$ cat src/rtl/imr_adc_mc_serial_core_if.sv
// imr_adc_mc_serial_core_if: show-ahead sample FIFO read port between the ADC core and its register block.
interface imr_adc_mc_serial_core_if #(
    parameter int NUM_CH     = 2,
    parameter int DATA_BITS  = 12,
    parameter int FIFO_DEPTH = 16
);
    logic                          Fifo_Rd;
    logic [NUM_CH*DATA_BITS-1:0]   Fifo_Data;
    logic [$clog2(FIFO_DEPTH):0]   Fifo_Level;
    logic                          Fifo_Empty;

    modport master (output Fifo_Rd, input Fifo_Data, Fifo_Level, Fifo_Empty);
    modport slave  (input Fifo_Rd, output Fifo_Data, Fifo_Level, Fifo_Empty);
endinterface

$ cat src/rtl/imr_adc_mc_serial_core.sv
// imr_adc_mc_serial_core: shared SCLK/CS_n multi-channel serial ADC sequencer with sample FIFO and level IRQ.
// Define IMR_ADC_MC_FRAME_CHECK_EN to flag nonzero frame padding bits per channel in Frame_Err.
module imr_adc_mc_serial_core #(
    parameter int NUM_CH     = 2,
    parameter int FRAME_BITS = 16,
    parameter int DATA_BITS  = 12,
    parameter int FIFO_DEPTH = 16,
    parameter int QUIET_CLKS = 8
) (
    input  logic                        SysClk,
    input  logic                        RST_n,
    input  logic                        Enable,
    input  logic                        Start,
    input  logic                        Stop,
    input  logic                        Continuous,
    input  logic [7:0]                  ClkDiv_N,
    input  logic [15:0]                 TotalConversions,
    input  logic [15:0]                 SamplePeriod,
    input  logic [NUM_CH-1:0]           MISO,
    output logic                        SCLK,
    output logic                        CS_n,
    imr_adc_mc_serial_core_if.slave     fifo,
    output logic                        Overrun,
    input  logic                        IRQ_Enable,
    input  logic                        IRQ_Clear,
    input  logic [$clog2(FIFO_DEPTH):0] IRQ_Thresh,
    output logic                        Busy,
    output logic [2:0]                  State,
    output logic [15:0]                 ConvCount,
    output logic                        IP_IRQ,
    output logic [NUM_CH-1:0]           Frame_Err
);
    localparam int AW = $clog2(FIFO_DEPTH);
`ifdef IMR_ADC_MC_FRAME_CHECK_EN
    localparam int SRW = FRAME_BITS;
`else
    localparam int SRW = DATA_BITS;
`endif

    typedef enum logic [2:0] {S_IDLE, S_WAIT, S_START, S_SHIFT, S_LATCH, S_QUIET} state_t;
    state_t st, nxt;

    logic start_q, stop_q, stop_pend, rise_q, irq_pend;
    logic [15:0] cnt, timer;
    logic [5:0] bits;
    logic [NUM_CH-1:0][SRW-1:0] sr;
    logic [NUM_CH*DATA_BITS-1:0] word;
    logic [NUM_CH*DATA_BITS-1:0] mem [FIFO_DEPTH];
    logic [AW-1:0] wp, rp;
    logic [AW:0] level;
    logic [7:0] div;
    logic start_rise, stop_rise, div_hit, done, latch, full, rd, push, seq_start, irq_set;

    assign start_rise = Start & ~start_q;
    assign stop_rise  = Stop & ~stop_q;
    assign div        = ClkDiv_N < 8'd2 ? 8'd2 : ClkDiv_N;
    assign div_hit    = cnt == {8'd0, div - 8'd1};
    assign done       = ~Continuous | (TotalConversions != '0 && ConvCount == TotalConversions) | stop_pend | stop_rise;
    assign seq_start  = st == S_IDLE && nxt == S_START;
    assign latch      = st == S_LATCH && Enable;
    assign full       = level == (AW+1)'(FIFO_DEPTH);
    assign rd         = fifo.Fifo_Rd && level != '0;
    assign push       = latch && (!full || rd);
    assign irq_set    = (IRQ_Thresh != '0 && level >= IRQ_Thresh) || (st == S_QUIET && nxt == S_IDLE);

    assign fifo.Fifo_Level = level;
    assign fifo.Fifo_Empty = level == '0;
    assign fifo.Fifo_Data  = level == '0 ? '0 : mem[rp];
    assign Busy   = st != S_IDLE;
    assign State  = st;
    assign IP_IRQ = IRQ_Enable & irq_pend;

    always_comb begin
        word = '0;
        for (int k = 0; k < NUM_CH; k++) word[k*DATA_BITS +: DATA_BITS] = sr[k][DATA_BITS-1:0];
    end

    always_ff @(posedge SysClk or negedge RST_n)
        if (!RST_n) st <= S_IDLE;
        else st <= nxt;

    always_comb begin
        nxt = st;
        case (st)
            S_IDLE:  if (start_rise) nxt = S_START;
            S_WAIT:  nxt = stop_rise ? S_IDLE : timer <= 16'd1 ? S_START : S_WAIT;
            S_START: nxt = stop_rise ? S_IDLE : S_SHIFT;
            // leave SHIFT on the falling toggle after the last sample so every bit gets a full SCLK period
            S_SHIFT: if (div_hit && SCLK && bits == 6'(FRAME_BITS)) nxt = S_LATCH;
            S_LATCH: nxt = S_QUIET;
            S_QUIET: if (cnt == 16'(QUIET_CLKS - 1))
                         nxt = done ? S_IDLE : (SamplePeriod != '0 && timer > 16'd1) ? S_WAIT : S_START;
            default: nxt = S_IDLE;
        endcase
        if (!Enable) nxt = S_IDLE;
    end

    always_ff @(posedge SysClk or negedge RST_n) begin
        if (!RST_n) begin
            start_q   <= 1'b0;
            stop_q    <= 1'b0;
            stop_pend <= 1'b0;
            rise_q    <= 1'b0;
            cnt       <= '0;
            timer     <= '0;
            bits      <= '0;
            sr        <= '0;
            SCLK      <= 1'b0;
            CS_n      <= 1'b1;
            ConvCount <= '0;
            Overrun   <= 1'b0;
        end else begin
            start_q <= Start;
            stop_q  <= Stop;
            SCLK    <= st == S_SHIFT && nxt == S_SHIFT ? SCLK ^ div_hit : 1'b0;
            rise_q  <= st == S_SHIFT && nxt == S_SHIFT && div_hit && !SCLK;
            cnt     <= st != nxt || (st == S_SHIFT && div_hit) ? '0 : cnt + 16'd1;
            CS_n    <= !(nxt inside {S_START, S_SHIFT, S_LATCH});
            // timer holds cycles left until the next START, so the CS_n falling edges land SamplePeriod apart
            timer   <= st == S_START ? (SamplePeriod == '0 ? '0 : SamplePeriod - 16'd1)
                                     : (timer == '0 ? '0 : timer - 16'd1);
            if (st == S_START) bits <= '0;
            else if (st == S_SHIFT && rise_q) begin
                bits <= bits + 6'd1;
                for (int k = 0; k < NUM_CH; k++) sr[k] <= {sr[k][SRW-2:0], MISO[k]};
            end
            if (latch) begin
                ConvCount <= ConvCount + 16'd1;
                if (full && !rd) Overrun <= 1'b1;
            end
            if (stop_rise && st != S_IDLE) stop_pend <= 1'b1;
            if (seq_start) begin
                ConvCount <= '0;
                Overrun   <= 1'b0;
                stop_pend <= 1'b0;
            end
        end
    end

    always_ff @(posedge SysClk or negedge RST_n) begin
        if (!RST_n) begin
            wp       <= '0;
            rp       <= '0;
            level    <= '0;
            irq_pend <= 1'b0;
        end else begin
            if (push) wp <= wp + AW'(1);
            if (rd) rp <= rp + AW'(1);
            level    <= level + (AW+1)'(push) - (AW+1)'(rd);
            irq_pend <= IRQ_Clear ? 1'b0 : irq_set ? 1'b1 : irq_pend;
        end
    end

    always_ff @(posedge SysClk)
        if (push) mem[wp] <= word;

`ifdef IMR_ADC_MC_FRAME_CHECK_EN
    logic [NUM_CH-1:0] pad_err;
    always_comb begin
        pad_err = '0;
        for (int k = 0; k < NUM_CH; k++) pad_err[k] = (sr[k] >> DATA_BITS) != '0;
    end
    always_ff @(posedge SysClk or negedge RST_n)
        if (!RST_n) Frame_Err <= '0;
        else if (seq_start) Frame_Err <= '0;
        else if (latch) Frame_Err <= Frame_Err | pad_err;
`else
    assign Frame_Err = '0;
`endif
endmodule
$ cat src/flat_wrapper.sv
// flat-port wrapper written by rule: the top's interface ports become plain ports
module imr_adc_mc_serial_core_flat 
#(
    parameter int NUM_CH     = 2,
    parameter int FRAME_BITS = 16,
    parameter int DATA_BITS  = 12,
    parameter int FIFO_DEPTH = 16,
    parameter int QUIET_CLKS = 8
)
  (SysClk, RST_n, Enable, Start, Stop, Continuous, ClkDiv_N, TotalConversions, SamplePeriod, MISO, SCLK, CS_n, Overrun, IRQ_Enable, IRQ_Clear, IRQ_Thresh, Busy, State, ConvCount, IP_IRQ, Frame_Err, fifo_Fifo_Rd, fifo_Fifo_Data, fifo_Fifo_Level, fifo_Fifo_Empty);
  imr_adc_mc_serial_core_if #(.NUM_CH(NUM_CH), .DATA_BITS(DATA_BITS), .FIFO_DEPTH(FIFO_DEPTH)) fifo_i ();
  input  logic SysClk;
  input  logic RST_n;
  input  logic Enable;
  input  logic Start;
  input  logic Stop;
  input  logic Continuous;
  input  logic [7:0] ClkDiv_N;
  input  logic [15:0] TotalConversions;
  input  logic [15:0] SamplePeriod;
  input  logic [NUM_CH-1:0] MISO;
  output logic SCLK;
  output logic CS_n;
  output logic Overrun;
  input  logic IRQ_Enable;
  input  logic IRQ_Clear;
  input  logic [$clog2(FIFO_DEPTH):0] IRQ_Thresh;
  output logic Busy;
  output logic [2:0] State;
  output logic [15:0] ConvCount;
  output logic IP_IRQ;
  output logic [NUM_CH-1:0] Frame_Err;
  input wire logic [$bits(fifo_i.Fifo_Rd)-1:0] fifo_Fifo_Rd;
  output wire logic [$bits(fifo_i.Fifo_Data)-1:0] fifo_Fifo_Data;
  output wire logic [$bits(fifo_i.Fifo_Level)-1:0] fifo_Fifo_Level;
  output wire logic [$bits(fifo_i.Fifo_Empty)-1:0] fifo_Fifo_Empty;
  assign fifo_i.Fifo_Rd = fifo_Fifo_Rd;
  assign fifo_Fifo_Data = fifo_i.Fifo_Data;
  assign fifo_Fifo_Level = fifo_i.Fifo_Level;
  assign fifo_Fifo_Empty = fifo_i.Fifo_Empty;
  imr_adc_mc_serial_core #(.NUM_CH(NUM_CH), .FRAME_BITS(FRAME_BITS), .DATA_BITS(DATA_BITS), .FIFO_DEPTH(FIFO_DEPTH), .QUIET_CLKS(QUIET_CLKS)) u_core (.SysClk(SysClk), .RST_n(RST_n), .Enable(Enable), .Start(Start), .Stop(Stop), .Continuous(Continuous), .ClkDiv_N(ClkDiv_N), .TotalConversions(TotalConversions), .SamplePeriod(SamplePeriod), .MISO(MISO), .SCLK(SCLK), .CS_n(CS_n), .fifo(fifo_i), .Overrun(Overrun), .IRQ_Enable(IRQ_Enable), .IRQ_Clear(IRQ_Clear), .IRQ_Thresh(IRQ_Thresh), .Busy(Busy), .State(State), .ConvCount(ConvCount), .IP_IRQ(IP_IRQ), .Frame_Err(Frame_Err));
endmodule
$ cat config.mk
export PLATFORM = sky130hd
export DESIGN_NAME = imr_adc_mc_serial_core_flat
export DESIGN_NICKNAME = d
export VERILOG_FILES = /design/src/rtl/imr_adc_mc_serial_core_if.sv /design/src/rtl/imr_adc_mc_serial_core.sv /design/src/flat_wrapper.sv
export SDC_FILE = /design/constraint.sdc
export NUM_CORES = 1
export LEC_CHECK = 0
export BUFFER_PORTS_ARGS = -buffer_cell sky130_fd_sc_hd__clkbuf_2
export CORE_MARGIN = 2
export CORE_UTILIZATION = 35
export CTS_BUF_LIST = sky130_fd_sc_hd__clkbuf_4
export DETAILED_ROUTE_END_ITERATION = 10
export GPL_TIMING_DRIVEN = 0
export PLACE_DENSITY_LB_ADDON = 0.15
export SYNTH_ARGS = -nofsm -noshare
export SYNTH_HDL_FRONTEND = slang
export SYNTH_SLANG_ARGS = --single-unit
$ cat constraint.sdc
create_clock -name SysClk -period 4.9 [get_ports SysClk]
set_input_delay 1.47 -clock SysClk [delete_from_list [all_inputs] [get_ports SysClk]]
set_output_delay 1.47 -clock SysClk [all_outputs]
set_load 0.02 [all_outputs]
# Yosys cells after proc, flatten, opt, wreduce, memory -nomap -nowiden
# Memories as Yosys holds them, arrays and structs flattened.
# Cells that the tools add are included.
[op_classes]
n_mux = 30
eq_ne = 14
bitwise = 11
magnitude_cmp = 4
addsub = 10
n_reduce_logical = 42
[op_table]
columns = ["op", "n"]
rows = [
  ["16-bit two-way mux", 6],
  ["16-bit by 1-bit adder with 16-bit output, second input constant", 2],
  ["16-bit zero test", 2],
  ["16-bit nonzero test", 2],
  ["16-bit by 1-bit subtractor with 16-bit output, second input constant", 2],
  ["24-bit two-way mux", 1],
  ["3-bit two-way mux", 6],
  ["3-bit case mux with 6 select lines", 1],
  ["1-bit logical AND", 17],
  ["16-bit equality test", 1],
  ["16-bit by 3-bit equality test with 1-bit output, second input constant", 1],
  ["16-bit by 8-bit equality test with 1-bit output", 1],
  ["16-bit by 1-bit > comparator with 1-bit output, second input constant", 1],
  ["16-bit by 1-bit <= comparator with 1-bit output, second input constant", 1],
  ["3-bit by 2-bit equality test with 1-bit output, second input constant", 4],
  ["6-bit two-way mux", 2],
  ["1-bit two-way mux", 10],
  ["2-bit nonzero test", 5],
  ["5-bit nonzero test", 2],
  ["3-bit equality test, second input constant", 3],
  ["4-bit by 1-bit adder with 4-bit output, second input constant", 2],
  ["8-bit by 2-bit < comparator with 1-bit output, second input constant", 1],
  ["8-bit two-way mux", 1],
  ["8-bit by 1-bit subtractor with 8-bit output, second input constant", 1],
  ["other kinds (19)", 36],
]
[totals]
output_inout_bits = 56
input_bits = 56
ff_bits = 102
elab_cells = 130
memories = 1
ram_bits = 384
[memory_table]
columns = ["name", "words", "width", "rd", "rd_ports_with_merged_regs", "wr", "line", "source"]
rows = [
  ["u_core.mem", 16, 24, 1, 0, 1, "imr_adc_mc_serial_core.sv:48", "logic [NUM_CH*DATA_BITS-1:0] mem [FIFO_DEPTH];"],
]

# Logic depth before layout (Yosys ltp)
# Gate-level depths: netlist (run 1).
[logic_depth]
ltp_word = 14
mapped_depth = 19
ltp_nobuf = 17

# Least setup slack after synthesis (run 1)
# OpenSTA, ideal clock, no wires.
[synth_timing]
path_kind = "input port to flip-flop"
startpoint = "in ClkDiv_N[5]"
endpoint = "reg u_core.cnt[5]"
path_buffers = 2
stages = 18
required_time_ns = 4.831
t_arrival_ns = 5.647
setup_time_ns = 0.069
path_slack_ns = -0.816
cell_sequence = "or4_1 > clkbuf_1 > o41ai_1 > ha_1 > nor3b_1 > xnor2_1 > o2111ai_1 > nor4_1 > and2_1 > ha_1 > nand4b_1 > nor3_1 > a2111oi_0 > or3b_1 > nor4_2 > o32ai_4 > buf_6 > nor2_2"
[synth_via]
elab_chain_cells = 12
word_cells_on_any_way = 13
classes_between = "add/sub: 1; order compare: 1; eq/ne: 2; mux: 5; reduce/logical: 4"
[synth_lines]
columns = ["element", "line", "source"]
rows = [
  ["start: declaration", "flat_wrapper.sv:18", "input logic [7:0] ClkDiv_N;"],
  ["8-bit by 2-bit < comparator with 1-bit output", "imr_adc_mc_serial_core.sv:56", "assign div = ClkDiv_N < 8'd2 ? 8'd2 : ClkDiv_N;"],
  ["8-bit two-way mux (*)", "imr_adc_mc_serial_core.sv:56", ""],
  ["8-bit by 1-bit subtractor with 8-bit output (*)", "imr_adc_mc_serial_core.sv:57", "assign div_hit = cnt == {8'd0, div - 8'd1};"],
  ["16-bit by 8-bit equality test with 1-bit output (*)", "imr_adc_mc_serial_core.sv:57", ""],
  ["1-bit logical AND (2 in a row)", "imr_adc_mc_serial_core.sv:89", "S_SHIFT: if (div_hit && SCLK && bits == 6'(FRAME_BITS)) nxt = S_LATCH;"],
  ["3-bit two-way mux", "imr_adc_mc_serial_core.sv:89", ""],
  ["3-bit case mux with 6 select lines", "imr_adc_mc_serial_core.sv:84", "case (st)"],
  ["3-bit two-way mux", "imr_adc_mc_serial_core.sv:95", "if (!Enable) nxt = S_IDLE;"],
  ["3-bit inequality test", "imr_adc_mc_serial_core.sv:117", "cnt <= st != nxt || (st == S_SHIFT && div_hit) ? '0 : cnt + 16'd1;"],
  ["1-bit logical OR (*)", "imr_adc_mc_serial_core.sv:117", ""],
  ["16-bit two-way mux (*)", "imr_adc_mc_serial_core.sv:117", ""],
  ["end signal: assignment", "imr_adc_mc_serial_core.sv:117", ""],
  ["end: declaration", "imr_adc_mc_serial_core.sv:44", "logic [15:0] cnt, timer;"],
]
# Mark *: on every way between the ends. The rest lies on a longest branch, timed or not.
# A chain may end at the register's enable or synchronous reset.

# Worst setup path after layout (run 1)
[layout_timing]
startpoint = "in ClkDiv_N[4]"
endpoint = "reg u_core.cnt[14]"
# The elaborated chain is that of the path after synthesis.

==> results of run 1 <==
## cell families after synthesis
| family | count (synthesis) | share of synthesized area [%] |
|---|---|---|
| xor gates and xnor gates | 93 | 3.98 |
| adders and majority gates | 26 | 1.63 |
| muxes | 122 | 13.3 |
| other | 1 | 0.0183 |
| DFF | 486 | 68.8 |
| buffers and inverters | 79 | 1.57 |
| and+or+nand+nor | 338 | 8.25 |
| AOI/OAI and AO/OA | 67 | 2.42 |
## critical path: stages
cell and delay, ns:
clkbuf_2 0.12, or4_4 0.51, clkbuf_8 0.17, o41ai_4 0.23, ha_2 0.24, nor3b_4 0.18
xnor2_1 0.13, o2111ai_1 0.13, nor4_2 0.33, and2_4 0.23, ha_1 0.15, nand4b_1 0.15
nor3_4 0.25, a2111oi_4 0.13, or3b_4 0.43, o221a_4 0.28, o32ai_4 0.23, buf_6 0.20
nor2_2 0.04
## repair_timing
action | CTS | global route
resized for setup | 79 | 14
endpoints found under the setup margin | 36 | 34
setup buffers | 1 | 6
endpoints found under the hold margin | 0 | 0
pin swaps | 2 | 7
cloned | 0 | 1
## stage by stage
step                power, W  instances  hold slack, ns  instance area (µm²)
floorplan            0.00632       1213           0.454                20600
global placement     0.00714       2087           0.480                22100
detailed placement   0.00716       2112           0.493                22600
CTS                   0.0110       2347           0.502                24400
global route          0.0114       2359           0.527                24500
finish                0.0108       2359           0.497                24500
## where the power goes
| group | switching, W | total (W) | internal, W |
|---|---|---|---|
| clock | 0.00171 | 0.00373 | 0.00202 |
| sequential | 0.000162 | 0.00469 | 0.00453 |
| combinational | 0.00139 | 0.00239 | 0.00100 |
## Yosys cell counts (14+ instances only)
cell      instances  share of area (%)
xnor2_1          40                1.7
nor3_1           19               0.46
xor2_1           53                2.3
ha_1             25                1.5
nor2b_1          27               0.83
mux4_2          120                 13
nor4_1           14               0.43
edfxtp_1        384                 56
clkbuf_1         30               0.55
o22ai_1          15               0.46
inv_1            30               0.55
nor2_1           62                1.1
nand2_1         115                2.1
dfrtp_1         101                 12
nand3_1          19               0.46
## registers in the layout, summed over array words and instances (netlist names), 3 cells and up
register and count:
u_core.timer 16, u_core.bits 6, u_core.wp 4, u_core.rp 4
u_core.sr 24, u_core.State 3, u_core.cnt 16, u_core.fifo.Fifo_Level 5
u_core.mem 384, u_core.ConvCount 16
## layer usage
layer	routed length, µm	track usage [%]	part of all wire [%]	up-vias
met4	756	6.17	1.5	0
met1	22100	22.2	44	5932
met5	0	0	0	-
met2	24600	27.7	49	267
li1	-	-	-	5324
met3	2380	4.78	4.8	56
## worst max-delay path by stage
| stage | from | to | slack, ns | depth (start not counted) |
|---|---|---|---|---|
| finish | ClkDiv_N[4] | u_core.cnt[14]$_DFF_PN0_ | 0.11 | 19 |
| global route | u_core.rp[0]$_DFFE_PN0P_ | fifo_Fifo_Data[11] | -0.02 | 6 |
| CTS | u_core.rp[0]$_DFFE_PN0P_ | fifo_Fifo_Data[11] | -0.004 | 6 |
| detailed placement | ClkDiv_N[4] | u_core.cnt[6]$_DFF_PN0_ | -1.18 | 19 |
| global placement | Enable | u_core.mem[5][15]$_DFFE_PP_ | -2.84 | 5 |
| floorplan | ClkDiv_N[5] | u_core.cnt[9]$_DFF_PN0_ | -0.47 | 18 |
## layout make-up
| cell class | count | share of cell area, % |
|---|---|---|
| Inverter | 30 | 0.459 |
| Clock inverter | 38 | 1.02 |
| Clock buffer | 199 | 6.09 |
| Antenna cell | 5 | 0.0510 |
| Sequential cell | 486 | 57.4 |
| Timing Repair Buffer | 142 | 4.45 |
| Buffer | 46 | 1.25 |
| Tap cell | 765 | 3.90 |
| Multi-Input combinational cell | 648 | 25.4 |
==> metrics, run 1 <==
clock transition at the register clock pins on the worst setup and hold paths after CTS 0.06 ns; Post-Route Skew 0.0430 ns; Async SR Flop Fraction a little over a fifth; Vias 11600; Hold Path Cell Cnt 2; number of hold-slack violations in the final timing report 0; leakage power of the design a little under 9 nW; status finished, final reports clean; Die ar. 60400 µm²; Relative slew margins 32.3%; worst setup slack after layout 0.105 ns; Max Buffers Root-to-Sink 3; weighted congestion at the end of routability-driven global placement between 0.7 and 0.8; worst min-delay path category reg2reg; Routed WL 49800 µm; Register-to-Register Setup Slack 1.06 ns; Slew Limit Fails 0; Hold Crit Endpoint u_core.Overrun$_DFFE_PN0P_; Required @ worst endpoint about 5.7 ns; Initial Utilization 35.4%; maximum clock rate roughly 210 MHz; drt via density between 4 and 5; part of the Yosys area used for sequential elements 68.8%; instance count of the mapped netlist 1212; commonest cells after routing, fill and taps aside edfxtp_1, clkbuf_4, clkbuf_2, mux4_2, nand2_1; number of antenna violations at the first check in global routing 2; portion of the clock cycle consumed by the worst path in the final layout 97.9%; CP startpoint kind primary input; data arrival time at the worst-slack endpoint 5.60 ns; top-level I/O count roughly 110; clock root buffer clkbuf_4; prevailing post-synth register cell edfxtp_1; NumNets Final 1569; number of CTS-inserted buffers ~130; pin count of the biggest net entering global routing between 100 and 150; final routed DRC violation total 0; area of the multi-input gates 6220 µm²; worst slack at placement -1.18 ns; post-detailed-route wirelength per cell 21.1 µm; wire length of the first global-routing pass approximately 76000 µm; gr usage total 17.2%; area taken by flip-flops and latches 14100 µm²; Antenna Violating Nets Remaining 0; Avg Synthesized Cell Area 16.9 µm²; quantity of hold-fixing buffers added after cts 0; synth warn 0; layout overhead on the synthesized area 19.9%; Critical Path Sink Type register; leading cell type in the layout, fill and taps excluded edfxtp_1; Final Util 42.4%; clk sink count 486; clock tree from TritonCTS done; level count of the clock H-tree 4; initial DRC count around 720; share of post-route cells with drive strength above 1 35.4%; EDFF count, synth 384; maximum ir drop on the vdd rail between 200 and 300 µV; number of flip-flops and latches in the synthesized netlist 486; maximum fanout along the worst path 5; Row Count between 80 and 90; max-capacitance violation count 0; Least-Margin Pin Slew 1.01 ns; clock latency on the worst-skew pair 0.96 ns; via count of the first global-routing pass 12200; cell area after synthesis 20500 µm²; setup violators final 0; total half-perimeter wirelength after legalization and detailed placement 32600 µm; Reg-to-Reg Start u_core.cnt[8]$_DFF_PN0_; filler cell count in the final layout 5349; grt total ovfl 0; die height about 250 µm; length in cells of the worst reg-to-reg path 14; end of the worst register-to-register path u_core.cnt[14]$_DFF_PN0_; CP Class in2reg; Hold Path Origin u_core.Overrun$_DFFE_PN0P_; final period demand of the worst path 4.79 ns; Die Wd 246 µm; core region area 57800 µm²; post-synth cell types between 60 and 70; Port Buffers 109; TNS Setup 0 ns; number of search-and-repair iterations in the first detailed-routing pass 5; cell area power density 441 nW/µm²
Note: power is estimated with default switching activity, not from simulation.
==> run 2: changes to the inputs <==
- CTS_BUF_LIST: sky130_fd_sc_hd__clkbuf_4 -> sky130_fd_sc_hd__clkbuf_16
- GPL_TIMING_DRIVEN: 0 -> 1
==> run 2 against run 1 <==
Effect of this change:
- core utilization is 0.43 points lower
- non-clock buffer count is 9 lower
- critical path depth stayed put
- routed wire length is 1.8% lower
- global-route usage is 0.48 points lower
- critical endpoint is now u_core.cnt[0]$_DFF_PN0_
- largest power group unchanged
==> metrics, run 2 (synthesis gave the netlist of run 1 again) <==
layout overhead on the synthesized area 18.7%; CP Class in2reg; core region area between 50000 and 60000 µm²; NumNets Final between 1000 and 1500; final antenna diode count 0; fraction of power consumed by combinational cells about a fifth; Required @ worst endpoint 5.37 ns; cell area power density 443 nW/µm²; wire length of the first global-routing pass about 75000 µm; launching instance or port of the critical path ClkDiv_N[2]; grt total ovfl 0; number of antenna violations at the first check in global routing 0; Relative slew margins 22.9%; number of hold-slack violations in the final timing report 0; registers with the most flip-flops u_core.mem: 384 flops, u_core.sr: 24 flops; Hold Path Origin u_core.rp[3]$_DFFE_PN0P_; post-route cell area 24300 µm²; filler cell count in the final layout 5256; Die Wd roughly 250 µm; Least-Margin Pin Slew 1.15 ns; worst min-delay path category reg2reg; number of CTS-inserted buffers 52; portion of the clock cycle consumed by the worst path in the final layout between 90% and 100%; post-detailed-route wirelength per cell 22.2 µm; setup repair after global routing missed its margin true; leading cell type in the layout, fill and taps excluded edfxtp_1; maximum ir drop on the vdd rail 286 µV; total cell area at the placement stage 22500 µm²; switching fraction of total power 28.5%; proportion of power drawn by flip-flops and latches 44.9%; Initial Utilization between 30% and 40%; maximum fanout along the worst path 8; Reg-to-Reg Start u_core.cnt[12]$_DFF_PN0_; level count of the clock H-tree 2; Slew Limit Fails 0; Critical Path Sink Type register; clock transition at the register clock pins on the worst setup and hold paths after CTS around 0.06 ns; drt via density between 5 and 6; share of post-route cells with drive strength above 1 29.7%; max-capacitance violation count 0; clock root buffer clkbuf_16; clock tree from TritonCTS done; weighted congestion at the end of routability-driven global placement 0.781; data arrival time at the worst-slack endpoint approximately 5.4 ns; final period demand of the worst path roughly 5 ns; die height roughly 250 µm; CP startpoint kind primary input; gr usage total 16.7%; clk sink count 486; Vias between 10000 and 15000; reported net switching power a little over 0.003 W; Post-Route Skew 0.0141 ns; Final Util between 40% and 50%; commonest cells after routing, fill and taps aside edfxtp_1, mux4_2, nand2_1, clkbuf_2, dfrtp_1; Register-to-Register Setup Slack 1.12 ns; flip-flop count of the largest register after layout around 380; Max Buffers Root-to-Sink 3; Die ar. 60400 µm²; final routed DRC violation total 0; Port Buffers ~110; leakage power of the design roughly 8.7 nW; pin count of the biggest net entering global routing slightly below 60; initial DRC count 791; top-level I/O count ~110; Reg with most FFs u_core.mem; Routed WL 48900 µm; maximum clock rate 205 MHz; via count of the first global-routing pass 11800; Row Count 88; clock latency on the worst-skew pair around 0.6 ns; number of search-and-repair iterations in the first detailed-routing pass 5; total half-perimeter wirelength after legalization and detailed placement 29100 µm; Internal Dissipation 0.00769 W; part of the power in the clock network between 30% and 40%; Antenna Violating Nets Remaining 0; quantity of hold-fixing buffers added after cts 0; setup violators final 0; status finished, final reports clean
-- run 2: cell types whose count changed in the layout (fill, tap and decap cells not counted), moves of 16 or more --
cell / previous run / this run
buf_4: 14 / 60
buf_6: 17 / 1
clkbuf_16: 0 / 52
clkbuf_4: 200 / 0
clkinv_1: 24 / 8
inv_1: 30 / 48
-- run 2: metrics by stage --
step	power, W	setup WS (ns)	setup TNS (ns)	std cells	hold WS, ns
global route	0.0113	-0.177	-2.72	2204	0.502
detailed placement	0.00713	-0.923	-23.86	2102	0.463
global placement	0.00712	-0.823	-19.94	2102	0.460
CTS	0.0109	-0.0382	-0.465	2202	0.475
finish	0.0108	0.0193	0	2204	0.473
floorplan	0.00632	-0.468	-7.16	1213	0.454
-- run 2: path summary, 6_finish.rpt --
path	cells past startpoint	end
worst max-delay path	19	u_core.cnt[0]$_DFF_PN0_
worst min-delay path	1	u_core.rp[3]$_DFFE_PN0P_
worst max register to register	15	u_core.cnt[0]$_DFF_PN0_
worst min register to register	1	u_core.rp[3]$_DFFE_PN0P_
max in group asynchronous	2	u_core.rp[0]$_DFFE_PN0P_
min in group asynchronous	1	u_core.timer[13]$_DFF_PN0_
-- run 2: per-layer routing --
metal,share of wire [%],vias up,GRT usage [%]
met4,1.7,0,3.64
met1,45,5833,23.2
li1,-,5045,-
met5,0,-,0
met3,3.9,58,2.98
met2,49,200,27.5
-- run 2: cell type report --
class | count | area (µm²) | area share (%)
inverter | 30 | 113 | 0.464
clock inverter | 44 | 318 | 1.31
timing repair buffer | 179 | 1220 | 5.04
clock buffer | 52 | 1300 | 5.36
multi-input combinational | 648 | 6280 | 25.9
sequential | 486 | 14100 | 58.0
tap | 765 | 957 | 3.94
-- run 2: critical path, stage by stage --
cell and delay (ns):
buf_6 0.09, or4_4 0.57, o41ai_4 0.25, ha_2 0.24, nor3b_4 0.18, xnor2_1 0.14, o2111ai_2 0.13, nor4_2 0.18
buf_4 0.16, and2_4 0.16, ha_4 0.12, nand4b_1 0.14, nor3_4 0.25, a2111oi_4 0.11, or3b_4 0.43, o221a_4 0.28
o32ai_4 0.21, buf_12 0.19, nor3b_2 0.05
-- run 2: power by group through the flow --
stage / logic (W) / registers (W) / clock network, W
after floorplan: 0.00158 / 0.00474 / 0
after global placement: 0.00220 / 0.00493 / 0
after detailed placement: 0.00221 / 0.00492 / 0
after CTS: 0.00223 / 0.00484 / 0.00384
after global routing: 0.00239 / 0.00487 / 0.00401
final: 0.00217 / 0.00483 / 0.00375
-- run 2: repair_timing --
| item | CTS | global route |
|---|---|---|
| gates resized for setup | 11 | 8 |
| gates cloned | 1 | 0 |
| pin swaps | 17 | 5 |
| endpoints found under the setup margin | 18 | 17 |
| buffers inserted | 3 | 2 |
==> run 3: changes to the inputs <==
- ABC_AREA: not set -> 1
==> run 3 against run 2 <==
Effect of this change:
- clock-buffer cell count up 1
- sequential share of layout area is 0.39 points lower
- sequential power shrank 2%
- final cell count is 28% higher
- register-to-register slack improved by 0.39 ns
- critical endpoint is now fifo_Fifo_Data[13]
- highest routed layer unchanged
==> metrics, run 3 <==
leading cell type in the layout, fill and taps excluded edfxtp_1; Vias about 15000; topmost layer with routed signal wires met4; met3 WL around 2600 µm; Final Util 41.3%; maximum fanout along the worst path 50; data arrival time at the worst-slack endpoint 3.12 ns; Reg with most FFs u_core.mem; CP startpoint kind register; cell type with the highest aggregate area in the netlist edfxtp_1; Max Buffers Root-to-Sink 3; post-synth cell types 46; EDFF count, synth ~380; total half-perimeter wirelength after legalization and detailed placement 32900 µm; met2 wire length around 27000 µm; cell area power density 513 nW/µm²; Post-Route Skew 0.0220 ns; Required @ worst endpoint 3.43 ns; Critical Path Sink Type output port; max-capacitance violation count 0; Least-Margin Pin Slew 0.865 ns; Row Count 89; Slew Limit Fails 0; worst min-delay path category reg2reg; initial DRC count 1053; Relative slew margins 42.3%; count leader, synth edfxtp_1; number of antenna violations at the first check in global routing 0; clk sink count 486; number of search-and-repair iterations in the first detailed-routing pass 5; maximum ir drop on the vdd rail 349 µV; level count of the clock H-tree 2; grt total ovfl 0; setup violators final 0; Port Buffers 109; status finished, final reports clean; CP Class reg2out; share of post-route cells with drive strength above 1 13.7%; cell breakdown of the critical path inv_4, buf_12, o21ai_0, o22ai_1, nor2_1, nor2_1, o21ai_0, a21oi_1, clkbuf_2; registers with the most flip-flops u_core.mem: 384 flops, u_core.sr: 24 flops; number of hold-slack violations in the final timing report 0; count of cell instances traversed by the critical path 9; TNS Setup 0 ns; Avg Synthesized Cell Area between 10 and 15 µm²; cell type group with the largest total delay on the critical path buffers and inverters; slowest cell delay on critical path about 0.7 ns; Antenna Violating Nets Remaining 0; commonest cells in the netlist edfxtp_1, nor2_1, o21ai_0; leakage power of the design around 9 nW; cell with the largest stage delay on the worst path dfrtp_4; portion of the clock cycle consumed by the worst path in the final layout 93.7%; flip-flop count of the largest register after layout between 300 and 400; wire length of the first global-routing pass 86900 µm; die height approximately 250 µm; top-level I/O count 112; filler cell count in the final layout approximately 5600; length in cells of the worst reg-to-reg path 15; prevailing post-synth register cell edfxtp_1; quantity of hold-fixing buffers added after cts 0; number of standard cells in the final layout excluding fillers 2812; pin count of the biggest net entering global routing roughly 110; gr usage total 18.1%; setup repair after global routing missed its margin false; final antenna diode count 0; DP Cell Count 2712; post-detailed-route wirelength per cell 20.1 µm; Die ar. 61900 µm²; fraction of synthesized cell area taken by the top area cell type 54.9%; cell area after synthesis roughly 21000 µm²; cells taking the most area after synthesis edfxtp_1, dfrtp_1, nor2_1; number of gates resized after cts 0; final routed DRC violation total 0; NumNets Final about 2100; clock root buffer clkbuf_16; part of the Yosys area used for sequential elements roughly two thirds; Hold Path Cell Cnt 1; instance count of the mapped netlist 1879; number of buffers and inverters on the critical path 3; worst slack on hold paths roughly 0.46 ns; layout overhead on the synthesized area 16.5%; final period demand of the worst path 4.59 ns; clock transition at the register clock pins on the worst setup and hold paths after CTS 0.06 ns; commonest cells after routing, fill and taps aside edfxtp_1, nor2_1, o21ai_0, nand2_1, inv_1; Die Wd 249 µm; Async SR Flop Fraction 21.0%; Met1 Wirelength 25600 µm; Setup Fix Bufs, Post-CTS 0; weighted congestion at the end of routability-driven global placement 0.846; Initial Utilization 35.5%; drt via density 5.22; Routed WL 56500 µm; maximum clock rate 218 MHz; core region area 59100 µm²; synth warn 0; number of flip-flops and latches in the synthesized netlist 486; number of CTS-inserted buffers 53; clock latency on the worst-skew pair 0.61 ns; clock tree from TritonCTS done; via count of the first global-routing pass 14500
run 3: metrics by stage:
stage	power (W)	worst slack, ns	cell area, µm²
after CTS	0.0127	0.240	24400
after floorplan	0.00732	0.729	21000
final	0.0125	0.309	24400
after global routing	0.0133	0.131	24400
after global placement	0.00868	0.296	22700
after detailed placement	0.00870	0.127	22700
run 3: layer usage:
layer / vias to the layer above / track usage, %
met5: - / 0
met4: 0 / 4.99
met1: 7317 / 24.7
met2: 361 / 30.3
met3: 78 / 2.42
li1: 6909 / -
run 3: worst paths after layout:
kind	from	endpoint	slack (ns)
worst max register to register	u_core.fifo.Fifo_Level[2]$_DFF_PN0_	u_core.fifo.Fifo_Level[4]$_DFF_PN0_	1.51
worst max-delay path	u_core.rp[0]$_DFFE_PN0P_	fifo_Fifo_Data[13]	0.31
max in group asynchronous	RST_n	u_core.cnt[12]$_DFF_PN0_	3.21
min in group asynchronous	RST_n	u_core.ConvCount[7]$_DFFE_PN0P_	0.89
worst min register to register	u_core.bits[5]$_DFFE_PN0P_	u_core.bits[5]$_DFFE_PN0P_	0.46
worst min-delay path	u_core.bits[5]$_DFFE_PN0P_	u_core.bits[5]$_DFFE_PN0P_	0.46
run 3: cell type report:
type | instances | area, µm² | area share (%)
clock inverter | 47 | 403 | 1.65
multi-input combinational | 1181 | 6200 | 25.4
timing repair buffer | 150 | 993 | 4.06
clock buffer | 53 | 1330 | 5.43
inverter | 122 | 460 | 1.88
tap | 773 | 967 | 3.96
sequential | 486 | 14100 | 57.6
run 3: power by group:
part | switching, W | internal (W) | leakage [nW]
clock network | 0.00163 | 0.00233 | 0.899
registers | 0.000206 | 0.00454 | 4.86
logic | 0.00264 | 0.00120 | 3.41
total | 0.00448 | 0.00807 | 9.16
run 3: kinds of logic (layout without fill, tap and decap cells):
logic type,after synthesis,in the layout,synth area share [%]
buffers and inverters,213,372,3.95
AND/OR/NAND/NOR,708,708,14.2
adder cells (fa/ha/maj),26,26,1.59
XOR/XNOR,50,50,2.09
AO/OA/AOI/OAI,395,395,11.0
flip-flops,486,486,67.1
other,1,2,0.0179
run 3: worst register-to-register path: stages, from the launching register on:
cell     delay [ns]
dfrtp_1        0.44
inv_1          0.11
ha_1           0.14
nand3_1        0.13
nor2_4         0.64
inv_1          0.09
nand2_1        0.15
inv_1          0.15
ha_1           0.29
inv_1          0.05
ha_1           0.16
inv_1          0.06
fa_1           0.43
o21ai_0        0.18
a21oi_1        0.10
xor2_1         0.14
